## config.mk

```make
export PLATFORM = sky130hd
export DESIGN_NAME = mem_port_arbiter_flat
export DESIGN_NICKNAME = d
export VERILOG_FILES = /design/src/rtl/mem_port_arbiter_if.sv /design/src/rtl/mem_port_arbiter.sv /design/src/flat_wrapper.sv
export SDC_FILE = /design/constraint.sdc
export NUM_CORES = 1
export LEC_CHECK = 0
export CORE_AREA = 2 2 289 291
export DETAILED_ROUTE_END_ITERATION = 12
export DIE_AREA = 0 0 291 293
export GPL_TIMING_DRIVEN = 0
export SLEW_MARGIN = 20
export SYNTH_ARGS = -nofsm -noshare
export SYNTH_HDL_FRONTEND = slang
export SYNTH_SLANG_ARGS = --single-unit
```

## constraint.sdc

```tcl
create_clock -name CLK -period 18.9 [get_ports CLK]
set_input_delay 4.725 -clock CLK [delete_from_list [all_inputs] [get_ports CLK]]
set_output_delay 4.725 -clock CLK [all_outputs]
set_load 0.05 [all_outputs]
```

## src/rtl/mem_port_arbiter_if.sv

```systemverilog
// Client and memory-side signal bundle for mem_port_arbiter.
// Handshake: a client raises CH_READ/CH_WRITE with CH_ADDR/CH_WRITEDATA and holds them while its
// CH_BUSYWAIT is high; the single cycle in which its CH_BUSYWAIT is low completes the transfer.
interface mem_port_arbiter_if #(
  parameter int NUM_CH  = 2,
  parameter int ADDR_W  = 28,
  parameter int BLOCK_W = 128
);
  logic [NUM_CH-1:0]         CH_READ;
  logic [NUM_CH-1:0]         CH_WRITE;
  logic [NUM_CH*ADDR_W-1:0]  CH_ADDR;
  logic [NUM_CH*BLOCK_W-1:0] CH_WRITEDATA;
  logic [BLOCK_W-1:0]        CH_READDATA;
  logic [NUM_CH-1:0]         CH_BUSYWAIT;
  logic                      MEM_READ;
  logic                      MEM_WRITE;
  logic [ADDR_W-1:0]         MEM_ADDRESS;
  logic [BLOCK_W-1:0]        MEM_WRITEDATA;
  logic [BLOCK_W-1:0]        MEM_READDATA;
  logic                      MEM_BUSYWAIT;

  modport slave (
    input  CH_READ, CH_WRITE, CH_ADDR, CH_WRITEDATA, MEM_READDATA, MEM_BUSYWAIT,
    output CH_READDATA, CH_BUSYWAIT, MEM_READ, MEM_WRITE, MEM_ADDRESS, MEM_WRITEDATA
  );

  modport master (
    output CH_READ, CH_WRITE, CH_ADDR, CH_WRITEDATA, MEM_READDATA, MEM_BUSYWAIT,
    input  CH_READDATA, CH_BUSYWAIT, MEM_READ, MEM_WRITE, MEM_ADDRESS, MEM_WRITEDATA
  );
endinterface

```

## src/rtl/mem_port_arbiter.sv

```systemverilog
// N-channel arbiter sharing one block memory, one outstanding transaction, round-robin grant.
// Define ARB_FIXED_PRIO_EN for fixed priority (lowest requesting index always wins).
module mem_port_arbiter #(
  parameter int NUM_CH  = 2,
  parameter int ADDR_W  = 28,
  parameter int BLOCK_W = 128
) (
  input  logic              CLK,
  input  logic              RESET,
  mem_port_arbiter_if.slave bus,
  output logic [1:0]        dbg_state_o
);
  localparam int GW = (NUM_CH > 1) ? $clog2(NUM_CH) : 1;

  typedef enum logic [1:0] {
    S_IDLE  = 2'd0,
    S_ISSUE = 2'd1,
    S_WAIT  = 2'd2,
    S_DONE  = 2'd3
  } state_t;

  state_t             state_q, state_d;
  logic [GW-1:0]      grant_q, grant_d;
  logic [ADDR_W-1:0]  addr_q, addr_d;
  logic [BLOCK_W-1:0] wdata_q, wdata_d;
  logic [BLOCK_W-1:0] rdata_q, rdata_d;
  logic               rd_q, rd_d;
  logic               wr_q, wr_d;
  logic [NUM_CH-1:0]  req;
  logic [NUM_CH-1:0]  busy;
  logic [GW-1:0]      win;
`ifndef ARB_FIXED_PRIO_EN
  logic [GW-1:0]      ptr_q, ptr_d;
`endif

  assign req = bus.CH_READ | bus.CH_WRITE;

  // Scan from the far end so the last hit is the first channel in priority order.
  always_comb begin : pick_winner
    win = '0;
`ifdef ARB_FIXED_PRIO_EN
    for (int k = NUM_CH - 1; k >= 0; k--) begin
      if (req[k]) win = GW'(k);
    end
`else
    for (int k = NUM_CH; k >= 1; k--) begin
      if (req[GW'((int'(ptr_q) + k) % NUM_CH)]) win = GW'((int'(ptr_q) + k) % NUM_CH);
    end
`endif
  end

  always_comb begin : busywait_gen
    busy = '0;
    for (int i = 0; i < NUM_CH; i++) begin
      busy[i] = req[i] & ~((state_q == S_DONE) && (grant_q == GW'(i)));
    end
  end

  always_comb begin : fsm_next
    state_d = state_q;
    grant_d = grant_q;
    addr_d  = addr_q;
    wdata_d = wdata_q;
    rdata_d = rdata_q;
    rd_d    = rd_q;
    wr_d    = wr_q;
`ifndef ARB_FIXED_PRIO_EN
    ptr_d   = ptr_q;
`endif
    unique case (state_q)
      S_IDLE: begin
        if (|req) begin
          grant_d = win;
          addr_d  = bus.CH_ADDR[int'(win)*ADDR_W +: ADDR_W];
          wdata_d = bus.CH_WRITEDATA[int'(win)*BLOCK_W +: BLOCK_W];
          // Read and write together count as a write.
          wr_d    = bus.CH_WRITE[win];
          rd_d    = ~bus.CH_WRITE[win];
          state_d = S_ISSUE;
        end
      end
      S_ISSUE: state_d = S_WAIT;
      S_WAIT: begin
        if (!bus.MEM_BUSYWAIT) begin
          if (rd_q) rdata_d = bus.MEM_READDATA;
          rd_d    = 1'b0;
          wr_d    = 1'b0;
          state_d = S_DONE;
        end
      end
      S_DONE: begin
`ifndef ARB_FIXED_PRIO_EN
        ptr_d   = grant_q;
`endif
        state_d = S_IDLE;
      end
      default: state_d = S_IDLE;
    endcase
  end

  always_ff @(posedge CLK or posedge RESET) begin
    if (RESET) begin
      state_q <= S_IDLE;
      grant_q <= '0;
      addr_q  <= '0;
      wdata_q <= '0;
      rdata_q <= '0;
      rd_q    <= 1'b0;
      wr_q    <= 1'b0;
`ifndef ARB_FIXED_PRIO_EN
      ptr_q   <= GW'(NUM_CH - 1);
`endif
    end else begin
      state_q <= state_d;
      grant_q <= grant_d;
      addr_q  <= addr_d;
      wdata_q <= wdata_d;
      rdata_q <= rdata_d;
      rd_q    <= rd_d;
      wr_q    <= wr_d;
`ifndef ARB_FIXED_PRIO_EN
      ptr_q   <= ptr_d;
`endif
    end
  end

  assign bus.CH_BUSYWAIT   = busy;
  assign bus.CH_READDATA   = rdata_q;
  assign bus.MEM_READ      = rd_q;
  assign bus.MEM_WRITE     = wr_q;
  assign bus.MEM_ADDRESS   = addr_q;
  assign bus.MEM_WRITEDATA = wdata_q;
  assign dbg_state_o       = state_q;
endmodule

```

## src/flat_wrapper.sv

```systemverilog
// flat-port wrapper written by rule: the top's interface ports become plain ports
module mem_port_arbiter_flat 
#(
  parameter int NUM_CH  = 2,
  parameter int ADDR_W  = 28,
  parameter int BLOCK_W = 128
)
  (CLK, RESET, dbg_state_o, bus_CH_READ, bus_CH_WRITE, bus_CH_ADDR, bus_CH_WRITEDATA, bus_MEM_READDATA, bus_MEM_BUSYWAIT, bus_CH_READDATA, bus_CH_BUSYWAIT, bus_MEM_READ, bus_MEM_WRITE, bus_MEM_ADDRESS, bus_MEM_WRITEDATA);
  mem_port_arbiter_if #(.NUM_CH(NUM_CH), .ADDR_W(ADDR_W), .BLOCK_W(BLOCK_W)) bus_i ();
  input  logic CLK;
  input  logic RESET;
  output logic [1:0] dbg_state_o;
  input wire logic [$bits(bus_i.CH_READ)-1:0] bus_CH_READ;
  input wire logic [$bits(bus_i.CH_WRITE)-1:0] bus_CH_WRITE;
  input wire logic [$bits(bus_i.CH_ADDR)-1:0] bus_CH_ADDR;
  input wire logic [$bits(bus_i.CH_WRITEDATA)-1:0] bus_CH_WRITEDATA;
  input wire logic [$bits(bus_i.MEM_READDATA)-1:0] bus_MEM_READDATA;
  input wire logic [$bits(bus_i.MEM_BUSYWAIT)-1:0] bus_MEM_BUSYWAIT;
  output wire logic [$bits(bus_i.CH_READDATA)-1:0] bus_CH_READDATA;
  output wire logic [$bits(bus_i.CH_BUSYWAIT)-1:0] bus_CH_BUSYWAIT;
  output wire logic [$bits(bus_i.MEM_READ)-1:0] bus_MEM_READ;
  output wire logic [$bits(bus_i.MEM_WRITE)-1:0] bus_MEM_WRITE;
  output wire logic [$bits(bus_i.MEM_ADDRESS)-1:0] bus_MEM_ADDRESS;
  output wire logic [$bits(bus_i.MEM_WRITEDATA)-1:0] bus_MEM_WRITEDATA;
  assign bus_i.CH_READ = bus_CH_READ;
  assign bus_i.CH_WRITE = bus_CH_WRITE;
  assign bus_i.CH_ADDR = bus_CH_ADDR;
  assign bus_i.CH_WRITEDATA = bus_CH_WRITEDATA;
  assign bus_i.MEM_READDATA = bus_MEM_READDATA;
  assign bus_i.MEM_BUSYWAIT = bus_MEM_BUSYWAIT;
  assign bus_CH_READDATA = bus_i.CH_READDATA;
  assign bus_CH_BUSYWAIT = bus_i.CH_BUSYWAIT;
  assign bus_MEM_READ = bus_i.MEM_READ;
  assign bus_MEM_WRITE = bus_i.MEM_WRITE;
  assign bus_MEM_ADDRESS = bus_i.MEM_ADDRESS;
  assign bus_MEM_WRITEDATA = bus_i.MEM_WRITEDATA;
  mem_port_arbiter #(.NUM_CH(NUM_CH), .ADDR_W(ADDR_W), .BLOCK_W(BLOCK_W)) u_core (.CLK(CLK), .RESET(RESET), .bus(bus_i), .dbg_state_o(dbg_state_o));
endmodule
```

* After elaboration in Yosys (flattened, before gate mapping)
Cells that the tools add are included.
** Word-level totals
- Input bits :: 447
- Word-level logic and storage cells :: 54
- Output and inout bits :: 290
- Flip-flop bits (word level) :: 290
** Cells by class
- Add/subtract/negate cells :: 2
- Bitwise logic cells :: 8
- Shift-type cells :: 2
- Equal/unequal tests :: 5
- Order comparisons :: 3
- Mux-type cells :: 16
- Reductions and logical operators :: 9
- Multiply operators :: 1
** Operators by type and width (count)
- $shiftx A256 B9 Y128 :: 1
- $shiftx A56 B32 Y28 :: 1
- $mux W1 :: 11
- $pmux W2 S4 :: 1
- $lt A1 B3 Y1 const B :: 2
- $reduce_and A3 Y1 :: 2
- $not A1 Y1 :: 5
- $eq A2 B2 Y1 const B :: 2
- $mul A1 B3 Y4 const B :: 1
- $mux W2 :: 2
- $pmux W1 S2 :: 2
- $reduce_and A2 Y1 :: 2
- $add A1 B1 Y1 const B :: 2
- $and A1 B1 Y1 :: 2
- $eq A2 B1 Y1 const B :: 1
- $logic_and A1 B1 Y1 :: 2
- $logic_not A2 Y1 :: 1
- $lt A1 B2 Y1 const B :: 1
- $ne A2 B1 Y1 const B :: 1
- $ne A2 B2 Y1 const B :: 1
- $or A2 B2 Y2 :: 1
- $reduce_bool A2 Y1 :: 1
- $reduce_or A2 Y1 :: 1

* Depth between registers and ports, before layout
- Depth after elaboration :: 11
- Depth in mapped cells :: 8
- Depth with buffers taken out :: 5

* Least setup slack after synthesis
No wires, ideal clock.
- Path kind :: input to output
- Start :: input bus_CH_WRITE[0]
- End :: output bus_CH_BUSYWAIT[0]
- Data required time :: 14.175 ns
- Data arrival time :: 5.513 ns
- Path buffers :: 0
- Setup slack :: 8.662 ns
- Stages :: 2
- Cells stage by stage :: nor2_1 > a21oi_1
** Between the ends
- Word-level cells in the longest chain between the ends :: 2
** RTL lines
- from (decl) :: line flat_wrapper.sv:14 : input wire logic [$bits(bus_i.CH_WRITE)-1:0] bus_CH_WRITE;
- $or A2 B2 Y2 :: line mem_port_arbiter.sv:36 : assign req = bus.CH_READ | bus.CH_WRITE;
- $and A1 B1 Y1 :: line mem_port_arbiter.sv:55 : busy[i] = req[i] & ~((state_q == S_DONE) && (grant_q == GW'(i)));
- to (decl) :: line flat_wrapper.sv:20 : output wire logic [$bits(bus_i.CH_BUSYWAIT)-1:0] bus_CH_BUSYWAIT;
Every way passes these cells.

* Worst setup path in the final report
- Start :: input bus_CH_WRITE[1]
- End :: output bus_CH_BUSYWAIT[1]
The elaborated chain is that of the path after synthesis.

==> reports/results.ini <==
[sta]
setup_viol = 0
finalMaxSlewViolations = 0
worst_pin_slew_ns = 0.9486
hold_viol_final = 0
post-route-period-util_pct = 58.71
postLayoutSetupSlackWorst_ns = 7.804
setup_tns_ns = 0
fin_worst_skew_ns = 0.01799
fmax_mhz = 90.12
rsz0062_at_grt = no
max_slew_margin_pct = 36.76
period_needed_ns = 11.10
holdWs_ns = 0.4786

[yosys]
synth-seq-area-share_pct = 59.17
syn_area_sq_um = 12270
synth_seq_cells = 290
synth-simple-area-share_pct = 5.141
syn_inst = 984
ys.warnings.count = 0
syn_nets = 1434
synth_fa_ha_area_share_pct = 0.3060
avgSynthCellArea_sq_um = 12.47
synth_top_family_by_area = multiplexers
synth.distinct_cells = 27
yosys.area_share.xor_xnor_pct = 0
yosys-mux-area-fraction_pct = 24.66
synth-compound-area-share_pct = 7.140

[placed_design]
dp_cells = 2793
port_buffers = 736
gp_congestion = 0.8726
hpwl_microns = 42490
preCtsSetupSlack_ns = 7.814

[critical_path]
end_kind = output port
cp.required_ns = 14.18
critical-path-slowest-cell = clkdlybuf4s50_1
max_stage_delay_ns = 0.84
cp-start-kind = input port
path_cells = clkdlybuf4s50_1 > nor2_1 > a21oi_1 > clkdlybuf4s50_1
crit_fanout = 4
path_class = in -> out
worst-r2r-setup-slack_ns = 16.16
crit_top_cell = clkdlybuf4s50_1
arrival_ns = 6.37

[final_layout]
fin_nets = 2211
multiInputGateArea_sq_um = 4569
area_growth_pct = 81.53
register_area_sq_um = 7258
drive_gt1_share_pct = 13.88
fin_util_pct = 27.21
stdcell_count = 2860
fillCellCount = 8492

[routing]
drt-pass1-iter-count = 4
wirelength_microns = 52280
routed_via_density = 3.741
drc = 0
vias = 10699
drt_iter0_drc = 261
wl_per_cell_microns = 18.28
antenna_left = 0

[global_route]
grt_overflow_total = 0
first_global_vias = 11959
grt_pass1_wl_microns = 76310
track_usage_pct = 11.90
antenna_found_initial = 3
grt_max_degree = 101

[die]
dieArea_sq_um = 85260
pin_count = 737
core_area_sq_um = 81850
rows = 105
start_util_pct = 14.99
fp.dieW_microns = 291
die_h_microns = 293

[power_and_ir_drop]
p_sw_share_pct = 48.97
p_int_mw = 2.257
power_frac_comb_pct = 59.2
peakVddDrop_uv = 106.1
seqPwrFrac_pct = 25.0
p_leak_nw = 9.533
clkPwrFrac_pct = 15.9
cellPowerDensity_nw_per_um2 = 198.6
p_switching_mw = 2.166

[clock_network]
path_clk_slew_ns = 0.06
postCtsSetupRepairBufs = 0
htree_levels = 2
clockBufferDepth = 3
clock_latency_ns = 0.55
cts_resized = 0
cts_hold_buf = 0
clock_sinks = 290
clock-root-buffer = clkbuf_16
cts_buffers = 36
cts_tree = built

[hold_path]
holdCritPathClass = reg -> reg

[flow_run]
drv_cap = 0

[outcome]
status = completed

[placed cells by master (no fill, tap or decap)]
cell	Yosys	layout
clkdlybuf4s50_1	0	736
dfrtp_1	289	289
nand2_1	157	157
mux2i_1	156	156
mux2_2	130	130
o21ai_0	103	103
o21ai_1	54	54
clkbuf_16	0	36
buf_2	29	29
clkbuf_1	11	18
buf_6	13	13
clkbuf_8	0	10
clkbuf_2	7	7
buf_4	6	6
inv_1	7	6
nor2_1	4	4
clkinv_2	0	4
diode_2	0	3
a21oi_1	3	3
ha_1	3	3
clkinv_8	0	3
bufinv_16	0	2
buf_16	0	2
o41ai_4	1	1
o21bai_1	1	1
nand3b_1	1	1
nor4_1	1	1
and2_1	1	1
o22a_1	1	1
inv_8	0	1
nor2b_1	1	1
o22ai_1	1	1
a211oi_1	1	1
o32ai_1	1	1
o2bb2ai_1	1	1
clkinv_4	0	1
clkinvlp_4	0	1
dfstp_2	1	1
buf_8	0	1
[worst max-delay path, delay by kind of cell]
kind	cells	cell delay, ns
buffers and inverters	2	1.43
AO/OA/AOI/OAI	1	0.13
AND/OR/NAND/NOR	1	0.08
[path summary, 6_finish.rpt]
path,start,to,depth (start not counted)
max in group asynchronous,RESET,u_core.bus.MEM_WRITEDATA[103],3
setup / recovery,bus_CH_WRITE[1],bus_CH_BUSYWAIT[1],4
hold / removal,u_core.bus.MEM_ADDRESS[16],u_core.bus.MEM_ADDRESS[16],2
min in group asynchronous,RESET,u_core.bus.CH_READDATA[80],2
setup reg to reg,u_core.ptr_q,u_core.bus.MEM_ADDRESS[1],6
hold reg to reg,u_core.bus.MEM_ADDRESS[16],u_core.bus.MEM_ADDRESS[16],2
[routing by layer]
| metal | vias to the layer above | track usage [%] | share of wire [%] |
|---|---|---|---|
| met5 | - | 0 | 0 |
| met4 | 0 | 4.777 | 3.8 |
| met3 | 81 | 4.433 | 10 |
| met2 | 526 | 21.19 | 50 |
| met1 | 5113 | 12.69 | 36 |
| li1 | 4979 | - | - |
[flip-flops by register name, summed over array words and instances, names as in the netlist]
name	flops
u_core.grant_q	1
u_core.bus.MEM_READ	1
u_core.bus.MEM_WRITEDATA	128
u_core.bus.MEM_ADDRESS	28
u_core.bus.MEM_WRITE	1
u_core.ptr_q	1
u_core.dbg_state_o	2
u_core.bus.CH_READDATA	128
[synth_stat cells]
library cell	instances	area (sq um)
a211oi_1	1	7.510
a21oi_1	3	15.01
and2_1	1	6.260
buf_2	29	145.1
buf_4	6	45.04
buf_6	13	146.4
clkbuf_1	11	41.29
clkbuf_2	7	35.03
dfrtp_1	289	7232
dfstp_2	1	26.28
ha_1	3	37.54
inv_1	7	26.28
mux2_2	130	1464
mux2i_1	156	1562
nand2_1	157	589.3
nand3b_1	1	7.510
nor2_1	4	15.01
nor2b_1	1	6.260
nor4_1	1	6.260
o21ai_0	103	515.5
o21ai_1	54	270.3
o21bai_1	1	7.510
o22a_1	1	8.760
o22ai_1	1	6.260
o2bb2ai_1	1	8.760
o32ai_1	1	8.760
o41ai_4	1	27.53
[power groups by stage]
stage               clock, mW  sequential [mW]  combinational, mW
floorplan                   0             2.14              0.590
global placement            0             1.10               2.63
detailed placement          0             1.11               2.65
CTS                     0.730             1.11               2.66
global route            0.755             1.14               2.75
finish                  0.701             1.10               2.62
[kinds of logic after synthesis]
logic type / count (synthesis)
flops: 290
mux: 286
compound gates: 167
simple gates: 165
buf+inv: 73
fa+ha+maj: 3
[final cells by class]
class | count | area share, %
Timing Repair Buffer | 739 | 33.40
Sequential cell | 290 | 32.60
Multi-Input combinational cell | 621 | 20.52
Tap cell | 1070 | 6.012
Clock buffer | 53 | 4.782
Buffer | 66 | 1.854
Clock inverter | 11 | 0.6518
Inverter | 7 | 0.1517
Antenna cell | 3 | 0.03371
[per-stage QoR]
stage / total power [mW] / cell area [sq um]
finish: 4.423 / 22270
global route: 4.649 / 22260
CTS: 4.492 / 22260
detailed placement: 3.763 / 21050
global placement: 3.728 / 20970
floorplan: 2.725 / 12270
No activity file was read; power rests on OpenSTA's default activity.
